`config.mk`:
```
export PLATFORM = sky130hd
export DESIGN_NAME = ewrapper_link_tx_arbiter_flat
export DESIGN_NICKNAME = d
export VERILOG_FILES = /design/src/rtl/ewrapper_link_tx_arbiter_if.sv /design/src/rtl/ewrapper_link_tx_arbiter.sv /design/src/flat_wrapper.sv
export SDC_FILE = /design/constraint.sdc
export NUM_CORES = 1
export LEC_CHECK = 0
export ABC_AREA = 1
export BUFFER_PORTS_ARGS = -buffer_cell sky130_fd_sc_hd__buf_2
export CORE_MARGIN = 4
export CORE_UTILIZATION = 40
export CTS_BUF_LIST = sky130_fd_sc_hd__clkbuf_2 sky130_fd_sc_hd__clkbuf_4 sky130_fd_sc_hd__clkbuf_8
export DETAILED_ROUTE_END_ITERATION = 8
export GPL_TIMING_DRIVEN = 0
export HOLD_SLACK_MARGIN = 0.05
export PLACE_DENSITY = 0.67
export SETUP_SLACK_MARGIN = 0.02
export SYNTH_ARGS = -nofsm -noshare
export SYNTH_HDL_FRONTEND = slang
export SYNTH_SLANG_ARGS = --single-unit
export TNS_END_PERCENT = 5
```
`constraint.sdc`:
```
create_clock -name txo_lclk -period 2.2 [get_ports txo_lclk]
set_clock_uncertainty 0.2 [all_clocks]
set_input_delay 0.11 -clock txo_lclk [delete_from_list [all_inputs] [get_ports txo_lclk]]
set_output_delay 0.11 -clock txo_lclk [all_outputs]
set_load 0.05 [all_outputs]
```
`src/rtl/ewrapper_link_tx_arbiter_if.sv`:
```
// ============================================================================
// Module      : ewrapper_link_tx_arbiter_if
// Description : FIFO-status / pop handshake between the link TX arbiter and
//               its write/read synchronization FIFOs and the txo serializer.
// Revision    : 1.0 - initial release
// ============================================================================
`default_nettype none

interface ewrapper_link_tx_arbiter_if;
  logic wrfifo_empty;
  logic rdfifo_empty;
  logic txo_wr_wait_sync;
  logic txo_rd_wait_sync;
  logic txo_emesh_wait;
  logic wrfifo_rd;
  logic rdfifo_rd;
  logic txo_emesh_access;

  // Arbiter side: observes FIFO/wait status, issues pops
  modport master (
    input  wrfifo_empty,
    input  rdfifo_empty,
    input  txo_wr_wait_sync,
    input  txo_rd_wait_sync,
    input  txo_emesh_wait,
    output wrfifo_rd,
    output rdfifo_rd,
    output txo_emesh_access
  );

  modport slave (
    output wrfifo_empty,
    output rdfifo_empty,
    output txo_wr_wait_sync,
    output txo_rd_wait_sync,
    output txo_emesh_wait,
    input  wrfifo_rd,
    input  rdfifo_rd,
    input  txo_emesh_access
  );
endinterface

`default_nettype wire

```
`src/rtl/ewrapper_link_tx_arbiter.sv`:
```
// ============================================================================
// Module      : ewrapper_link_tx_arbiter
// Description : Weighted round-robin pop scheduler for the link TX write and
//               read FIFOs. Optional grant statistics: EWRAPPER_TX_ARB_STATS_EN.
// Revision    : 1.0 - initial release
// ============================================================================
`default_nettype none

module ewrapper_link_tx_arbiter #(
  parameter int WR_WEIGHT = 4,
  parameter int RD_WEIGHT = 1,
  parameter int CW        = 4
) (
  input  logic                          txo_lclk,
  input  logic                          reset_n,
  ewrapper_link_tx_arbiter_if.master    bus,
  output logic [1:0]                    arb_state,
  output logic [15:0]                   wr_grant_cnt,
  output logic [15:0]                   rd_grant_cnt
);

  typedef enum logic [1:0] {
    ST_IDLE = 2'd0,
    ST_WR   = 2'd1,
    ST_RD   = 2'd2
  } state_e;

  localparam logic [CW-1:0] WR_QUOTA = CW'(WR_WEIGHT);
  localparam logic [CW-1:0] RD_QUOTA = CW'(RD_WEIGHT);
  localparam logic          OWNER_WR = 1'b0;
  localparam logic          OWNER_RD = 1'b1;

  state_e          state_q, state_d;
  logic [CW-1:0]   cnt_q, cnt_d, cnt_inc;
  logic            last_q, last_d;
  logic            wr_elig, rd_elig, both_empty;
  logic            wr_gnt, rd_gnt;

  assign wr_elig    = ~bus.wrfifo_empty & ~bus.txo_wr_wait_sync & ~bus.txo_emesh_wait;
  assign rd_elig    = ~bus.rdfifo_empty & ~bus.txo_rd_wait_sync & ~bus.txo_emesh_wait;
  assign both_empty = bus.wrfifo_empty & bus.rdfifo_empty;
  assign cnt_inc    = (&cnt_q) ? cnt_q : cnt_q + CW'(1);

  always_comb begin
    state_d = state_q;
    cnt_d   = cnt_q;
    last_d  = last_q;
    wr_gnt  = 1'b0;
    rd_gnt  = 1'b0;
    case (state_q)
      ST_IDLE: begin
        if (wr_elig && (!rd_elig || last_q == OWNER_RD)) begin
          wr_gnt  = 1'b1;
          state_d = ST_WR;
          cnt_d   = CW'(1);
        end else if (rd_elig) begin
          rd_gnt  = 1'b1;
          state_d = ST_RD;
          cnt_d   = CW'(1);
        end
      end
      ST_WR: begin
        if (wr_elig && (!rd_elig || cnt_q < WR_QUOTA)) begin
          wr_gnt = 1'b1;
          cnt_d  = cnt_inc;
        end else if (rd_elig) begin
          rd_gnt  = 1'b1;
          state_d = ST_RD;
          cnt_d   = CW'(1);
          last_d  = OWNER_WR;
        end else if (both_empty) begin
          state_d = ST_IDLE;
          cnt_d   = '0;
        end
      end
      ST_RD: begin
        if (rd_elig && (!wr_elig || cnt_q < RD_QUOTA)) begin
          rd_gnt = 1'b1;
          cnt_d  = cnt_inc;
        end else if (wr_elig) begin
          wr_gnt  = 1'b1;
          state_d = ST_WR;
          cnt_d   = CW'(1);
          last_d  = OWNER_RD;
        end else if (both_empty) begin
          state_d = ST_IDLE;
          cnt_d   = '0;
        end
      end
      default: begin
        state_d = ST_IDLE;
        cnt_d   = '0;
      end
    endcase
  end

  always_ff @(posedge txo_lclk or negedge reset_n) begin
    if (!reset_n) begin
      state_q <= ST_IDLE;
      cnt_q   <= '0;
      last_q  <= OWNER_RD;
    end else begin
      state_q <= state_d;
      cnt_q   <= cnt_d;
      last_q  <= last_d;
    end
  end

  // Pops are zero-latency but must vanish the instant reset asserts
  assign bus.wrfifo_rd        = wr_gnt & reset_n;
  assign bus.rdfifo_rd        = rd_gnt & reset_n;
  assign bus.txo_emesh_access = (wr_gnt | rd_gnt) & reset_n;
  assign arb_state            = state_q;

`ifdef EWRAPPER_TX_ARB_STATS_EN
  logic [15:0] wr_stat_q, wr_stat_d;
  logic [15:0] rd_stat_q, rd_stat_d;

  always_comb begin
    wr_stat_d = wr_stat_q + {15'd0, wr_gnt};
    rd_stat_d = rd_stat_q + {15'd0, rd_gnt};
  end

  always_ff @(posedge txo_lclk or negedge reset_n) begin
    if (!reset_n) begin
      wr_stat_q <= '0;
      rd_stat_q <= '0;
    end else begin
      wr_stat_q <= wr_stat_d;
      rd_stat_q <= rd_stat_d;
    end
  end

  assign wr_grant_cnt = wr_stat_q;
  assign rd_grant_cnt = rd_stat_q;
`else
  assign wr_grant_cnt = 16'd0;
  assign rd_grant_cnt = 16'd0;
`endif

endmodule

`default_nettype wire

```
`src/flat_wrapper.sv`:
```
// flat-port wrapper written by rule: the top's interface ports become plain ports
module ewrapper_link_tx_arbiter_flat 
#(
  parameter int WR_WEIGHT = 4,
  parameter int RD_WEIGHT = 1,
  parameter int CW        = 4
)
  (txo_lclk, reset_n, arb_state, wr_grant_cnt, rd_grant_cnt, bus_wrfifo_empty, bus_rdfifo_empty, bus_txo_wr_wait_sync, bus_txo_rd_wait_sync, bus_txo_emesh_wait, bus_wrfifo_rd, bus_rdfifo_rd, bus_txo_emesh_access);
  ewrapper_link_tx_arbiter_if bus_i ();
  input  logic txo_lclk;
  input  logic reset_n;
  output logic [1:0] arb_state;
  output logic [15:0] wr_grant_cnt;
  output logic [15:0] rd_grant_cnt;
  input wire logic [$bits(bus_i.wrfifo_empty)-1:0] bus_wrfifo_empty;
  input wire logic [$bits(bus_i.rdfifo_empty)-1:0] bus_rdfifo_empty;
  input wire logic [$bits(bus_i.txo_wr_wait_sync)-1:0] bus_txo_wr_wait_sync;
  input wire logic [$bits(bus_i.txo_rd_wait_sync)-1:0] bus_txo_rd_wait_sync;
  input wire logic [$bits(bus_i.txo_emesh_wait)-1:0] bus_txo_emesh_wait;
  output wire logic [$bits(bus_i.wrfifo_rd)-1:0] bus_wrfifo_rd;
  output wire logic [$bits(bus_i.rdfifo_rd)-1:0] bus_rdfifo_rd;
  output wire logic [$bits(bus_i.txo_emesh_access)-1:0] bus_txo_emesh_access;
  assign bus_i.wrfifo_empty = bus_wrfifo_empty;
  assign bus_i.rdfifo_empty = bus_rdfifo_empty;
  assign bus_i.txo_wr_wait_sync = bus_txo_wr_wait_sync;
  assign bus_i.txo_rd_wait_sync = bus_txo_rd_wait_sync;
  assign bus_i.txo_emesh_wait = bus_txo_emesh_wait;
  assign bus_wrfifo_rd = bus_i.wrfifo_rd;
  assign bus_rdfifo_rd = bus_i.rdfifo_rd;
  assign bus_txo_emesh_access = bus_i.txo_emesh_access;
  ewrapper_link_tx_arbiter #(.WR_WEIGHT(WR_WEIGHT), .RD_WEIGHT(RD_WEIGHT), .CW(CW)) u_core (.txo_lclk(txo_lclk), .reset_n(reset_n), .bus(bus_i), .arb_state(arb_state), .wr_grant_cnt(wr_grant_cnt), .rd_grant_cnt(rd_grant_cnt));
endmodule
```
# Word-level counts from Yosys, hierarchy flattened
# Index checks and enable logic that the tools add are counted.
[word_totals]
word_cells = 72
out_inout_bits = 37
inputBits = 7
n_memories = 0
regBits = 7
mem_bits_ro = 0
latch_bits = 0
ramBits = 0
[op_classes]
magnitude_cmp = 2
reduce_logical = 13
n_mux = 32
div = 0
n_mul = 0
shifts = 0
n_eq_ne = 7
n_addsub = 1
n_bitwise = 14
[op_table]
columns = ["cell", "n"]
rows = [
  ["2-to-1 mux 4 bit", 8],
  ["2-to-1 mux 2 bit", 7],
  ["2-to-1 mux 1 bit", 12],
  ["one-hot mux 4 bit (3 select lines)", 1],
  ["bitwise AND 1 bit", 8],
  ["one-hot mux 1 bit (3 select lines)", 2],
  ["one-hot mux 2 bit (3 select lines)", 1],
  ["NOT 1 bit", 5],
  ["AND reduction 5 bit", 1],
  ["adder 4 x 1 -> 4 bit, second input constant", 1],
  ["less-than comparator 4 x 1 -> 1 bit, second input constant", 1],
  ["less-than comparator 4 x 3 -> 1 bit, second input constant", 1],
  ["inequality test 2 x 1 -> 1 bit, second input constant", 2],
  ["inequality test 2 bit, second input constant", 2],
  ["AND reduction 4 bit", 1],
  ["logical AND 1 bit", 3],
  ["logical OR 1 bit", 3],
  ["inequality test 3 x 1 -> 1 bit, second input constant", 1],
  ["AND reduction 3 bit", 1],
  ["equality test 2 x 1 -> 1 bit, second input constant", 1],
  ["equality test 2 bit, second input constant", 1],
  ["logical NOT 1 bit", 2],
  ["logical NOT 2 bit", 1],
  ["one-hot mux 1 bit (2 select lines)", 1],
  ["2 further kinds", 2],
]

# Longest topological paths before layout
[logic_depth]
depth_word = 10
ltp_mapped = 10
mapped_depth_nobuf = 10

# Worst setup path before layout
# OpenSTA, ideal clock, no wires.
[synth_timing]
kind = "reg2out"
start = "register u_core.state_q[1] (netlist: u_core.arb_state[1])"
end = "output bus_txo_emesh_access"
path_stages_with_launch = 9
required_ns = 1.890
path_buffers = 0
arrival_ns = 2.059
slack_ns = -0.169
path_cell_list = "dfrtp_1 inv_1 ha_1 inv_1 nor2_1 o21ai_0 nand2_1 nor2_1 o21ai_1"
[synth_via]
elab_chain_cells = 4
elab_cells_between_ends = 7
cone_classes = "2 x eq/ne; 2 x mux; 2 x bitwise; 1 x reduce/logical"
[synth_rtl]
columns = ["element", "line", "text"]
rows = [
  ["start, declared", "ewrapper_link_tx_arbiter.sv:33", "state_e state_q, state_d;"],
  ["start signal, assigned", "ewrapper_link_tx_arbiter.sv:103", "state_q <= state_d;"],
  ["equality test 2 bit, or another cell as far along", "ewrapper_link_tx_arbiter.sv:50", "case (state_q)"],
  ["one-hot mux 1 bit (3 select lines)", "ewrapper_link_tx_arbiter.sv:50", ""],
  ["OR 1 bit (*)", "ewrapper_link_tx_arbiter.sv:112", "assign bus.txo_emesh_access = (wr_gnt | rd_gnt) & reset_n;"],
  ["bitwise AND 1 bit (*)", "ewrapper_link_tx_arbiter.sv:112", ""],
  ["end, declared", "flat_wrapper.sv:22", "output wire logic [$bits(bus_i.txo_emesh_access)-1:0] bus_txo_emesh_access;"],
]
# Every way passes the cells marked *; elsewhere a longest branch is shown, timed or not.

# Worst setup path in the final report
[layout_timing]
start = "register u_core.state_q[0] (netlist: u_core.arb_state[0])"
end = "output bus_wrfifo_rd"
[layout_via]
elab_chain_cells = 3
elab_cells_between_ends = 5
cone_classes = "2 x eq/ne; 1 x mux; 1 x bitwise; 1 x reduce/logical"
[layout_rtl]
columns = ["element", "line", "text"]
rows = [
  ["equality test 2 bit, or another cell as far along", "ewrapper_link_tx_arbiter.sv:50", ""],
  ["one-hot mux 1 bit (3 select lines) (*)", "ewrapper_link_tx_arbiter.sv:50", ""],
  ["bitwise AND 1 bit (*)", "ewrapper_link_tx_arbiter.sv:110", "assign bus.wrfifo_rd = wr_gnt & reset_n;"],
  ["end, declared", "flat_wrapper.sv:20", "output wire logic [$bits(bus_i.wrfifo_rd)-1:0] bus_wrfifo_rd;"],
]
# Marks and branches as above.

==> key figures <==
Drt
  – Post-route ant nets: 0
  – Routed WL per cell: 8.68 um
  – Vias: 971
  – Initial DRC Count: 27
  – DR vias/cell: 4.01
  – Remaining DRCs: 0
  – 1st-pass router iterations: 4
  – WL final: 2.10 mm

Worst setup path
  – Crit end category: output port
  – Crit-path max FO: 5
  – Crit path launch type: register
  – Critical path class: reg2out
  – Critical Path RT: 1.89 ns
  – Crit path DAT: 1.75 ns

STA
  – PnR worst setup slack: 0.143 ns
  – Final Critical Period: 2.06 ns
  – Final number of hold-violating endpoints: 0
  – Pins over their slew limit: 0
  – # setup viols final: 0
  – Setup repair after global routing missed its margin: yes
  – Achievable Freq: 0.486 GHz
  – Final period utilization: 93.5%

Clocking
  – Clock Path Buffers: 2
  – Post-CTS Setup Bufs: 0
  – CTS clock-pin slew for the worst setup and hold paths: 0.05 ns
  – TritonCTS Buffers: 3
  – CTS tree: yes
  – Clk_lat worst skew: 0.24 ns
  – H-tree depth: 1
  – Clk root buf: clkbuf_4
  – CTS Sinks: 7

Yosys
  – Async SR Flop Fraction: 100%
  – Ys Warns: 0
  – Post-Synthesis Cell Area: 1050 sq um
  – Post-synth EDFFs: 0
  – Yosys reg bits: 7
  – Syn Area/Cell: 6.42 sq um
  – Sequential area share after synthesis: 16.7%
  – Count of cell types in the netlist: 24
  – Mapped Cells: 164
  – Top_reg_cell synth: dfrtp_1

Cells and area
  – Reg area: 178 sq um
  – Multi-input gate area: 681 sq um
  – # nets final: 226
  – Finished Core Util: 54.0%
  – Layout cells sized above 1: 35.8%
  – Area growth syn-to-layout: 28.1%
  – Fin cells: 242
  – Fillers: 261
  – ANT cells: 0

Pwr
  – Pint: 0.523 mW
  – Pleak: 0.832 nW
  – Net Sw Frac: 56.0%
  – Switch Pwr: 0.665 mW
  – Part of the power in combinational logic: 70.2%
  – Share of power burned in registers: 19.5%
  – Clock share of power: 10.4%
  – Power per cell area: 880 nW/um^2
  – Maximum vdd drop: 0.631 mV

Global routing
  – Initial antenna violation count: 0
  – GRT Resource Usage Total: 12.6%
  – Vias in the first global route: 868
  – First-pass GRT wire length: 3.48 mm
  – Largest net degree at the start of global routing: 9
  – GR Overflow Total: 0

Placement
  – RePlAce Congestion: 0.861
  – PortBufs: 11
  – Dpl cells: 236
  – Post-DP HPWL: 1.78 mm
  – Post-placement setup slack: 0.249 ns

Job
  – # Max-Cap Violations: 0

Floorplan
  – Die X: 59.3 um
  – Initial Utilization: 42.1%
  – Die area: 3520 sq um
  – Ports: 44
  – Core ar.: 2500 sq um
  – Site Rows: 18
  – DIE HEIGHT: 59.3 um

Outcome
  – Status: completed

Worst hold path
  – Hold Crit Class: in2async
cell type report:
class | count | share of cell area (%)
multi-input combinational | 133 | 50.4
buffer | 33 | 18.6
sequential | 7 | 13.2
timing repair buffer | 13 | 6.67
inverter | 22 | 6.12
tap | 30 | 2.78
clock buffer | 4 | 2.22
metrics by stage:
step | total power [mW] | hold slack, ns | cell area, sq um | setup TNS (ns)
CTS | 1.17 | 0.143 | 1320 | 0
global route | 1.31 | 0.182 | 1350 | 0
detailed placement | 1.03 | -0.249 | 1270 | 0
global placement | 1.02 | -0.248 | 1270 | 0
finish | 1.19 | 0.165 | 1350 | 0
floorplan | 0.894 | -0.386 | 1170 | -0.117
registers in the layout, indices dropped and copies added, names as in the netlist:
| signal | cells |
|---|---|
| u_core.last_q | 1 |
| u_core.cnt_q | 4 |
| u_core.arb_state | 2 |
critical path: stages (launching register included):
cell and delay, ns:
dfrtp_2 0.45, inv_2 0.09, ha_2 0.23, inv_1 0.13, nor2_2 0.15, nand2_1 0.06, nand3_1 0.07, nand2_1 0.07
inv_1 0.06, buf_4 0.18
worst paths after layout:
kind | start | endpoint | slack [ns] | cells past startpoint
worst max-delay path | u_core.arb_state[0]$_DFFE_PN0P_ | bus_wrfifo_rd | 0.14 | 9
worst min-delay path | reset_n | u_core.last_q$_DFFE_PN1P_ | 0.17 | 2
worst max register to register | u_core.arb_state[0]$_DFFE_PN0P_ | u_core.cnt_q[3]$_DFFE_PN0P_ | 0.53 | 8
worst min register to register | u_core.last_q$_DFFE_PN1P_ | u_core.last_q$_DFFE_PN1P_ | 0.30 | 2
max in group asynchronous | reset_n | u_core.arb_state[0]$_DFFE_PN0P_ | 0.93 | 3
min in group txo_lclk | bus_txo_rd_wait_sync | u_core.last_q$_DFFE_PN1P_ | 0.23 | 8
kinds of logic (layout without fill, tap and decap cells):
family          count (synthesis)  in the layout  synth area share (%)
simple gates                   85             85                  38.5
buf+inv                        55             72                  31.7
compound gates                 10             10                  5.58
flops                           7              7                  16.7
fa+ha+maj                       6              6                  7.13
other cells                     1             32                 0.356
power groups by stage:
stage,Clock (mW),Sequential (mW),Combinational (mW)
after floorplan,0,0.269,0.624
after global placement,0,0.225,0.797
after detailed placement,0,0.226,0.799
after CTS,0.131,0.224,0.810
after global routing,0.133,0.242,0.930
final,0.123,0.232,0.834
timing repair:
action	CTS	global route
hold buffers	2	0
setup endpoints to repair	3	3
gates resized for setup	3	8
endpoints found under the hold margin	7	0
cells in the mapped netlist, types with 2 or more instances:
master | n | area share [%]
a21oi_1 | 2 | 0.95
buf_4 | 32 | 23
dfrtp_1 | 6 | 14
ha_1 | 6 | 7.1
inv_1 | 18 | 6.4
inv_2 | 4 | 1.4
nand2_1 | 43 | 15
nand2_2 | 7 | 4.2
nand3_1 | 11 | 5.2
nor2_1 | 14 | 5.0
nor2_2 | 4 | 2.4
nor2_4 | 2 | 2.1
o21ai_0 | 3 | 1.4
o22ai_1 | 2 | 1.2
cell usage in the layout, fill, tap and decap left out, drive strengths merged:
master and count:
a21oi 2, buf 44, clkbuf 4, conb 32, dfrtp 6, dfstp 1
dlygate4sd3 2, ha 6, inv 22, nand2 51, nand3 13, nand4 1
nor2 20, o211ai 1, o21ai 5, o22ai 2
layer usage:
metal,GRT usage (%),wire [um],up-vias,share of wire [%]
li1,-,-,534,-
met1,17.8,966,401,46
met2,19.0,936,34,45
met3,1.09,187,2,8.9
met4,6.15,10,0,0.48
met5,0,0,-,0
No activity file was read; power rests on OpenSTA's default activity.
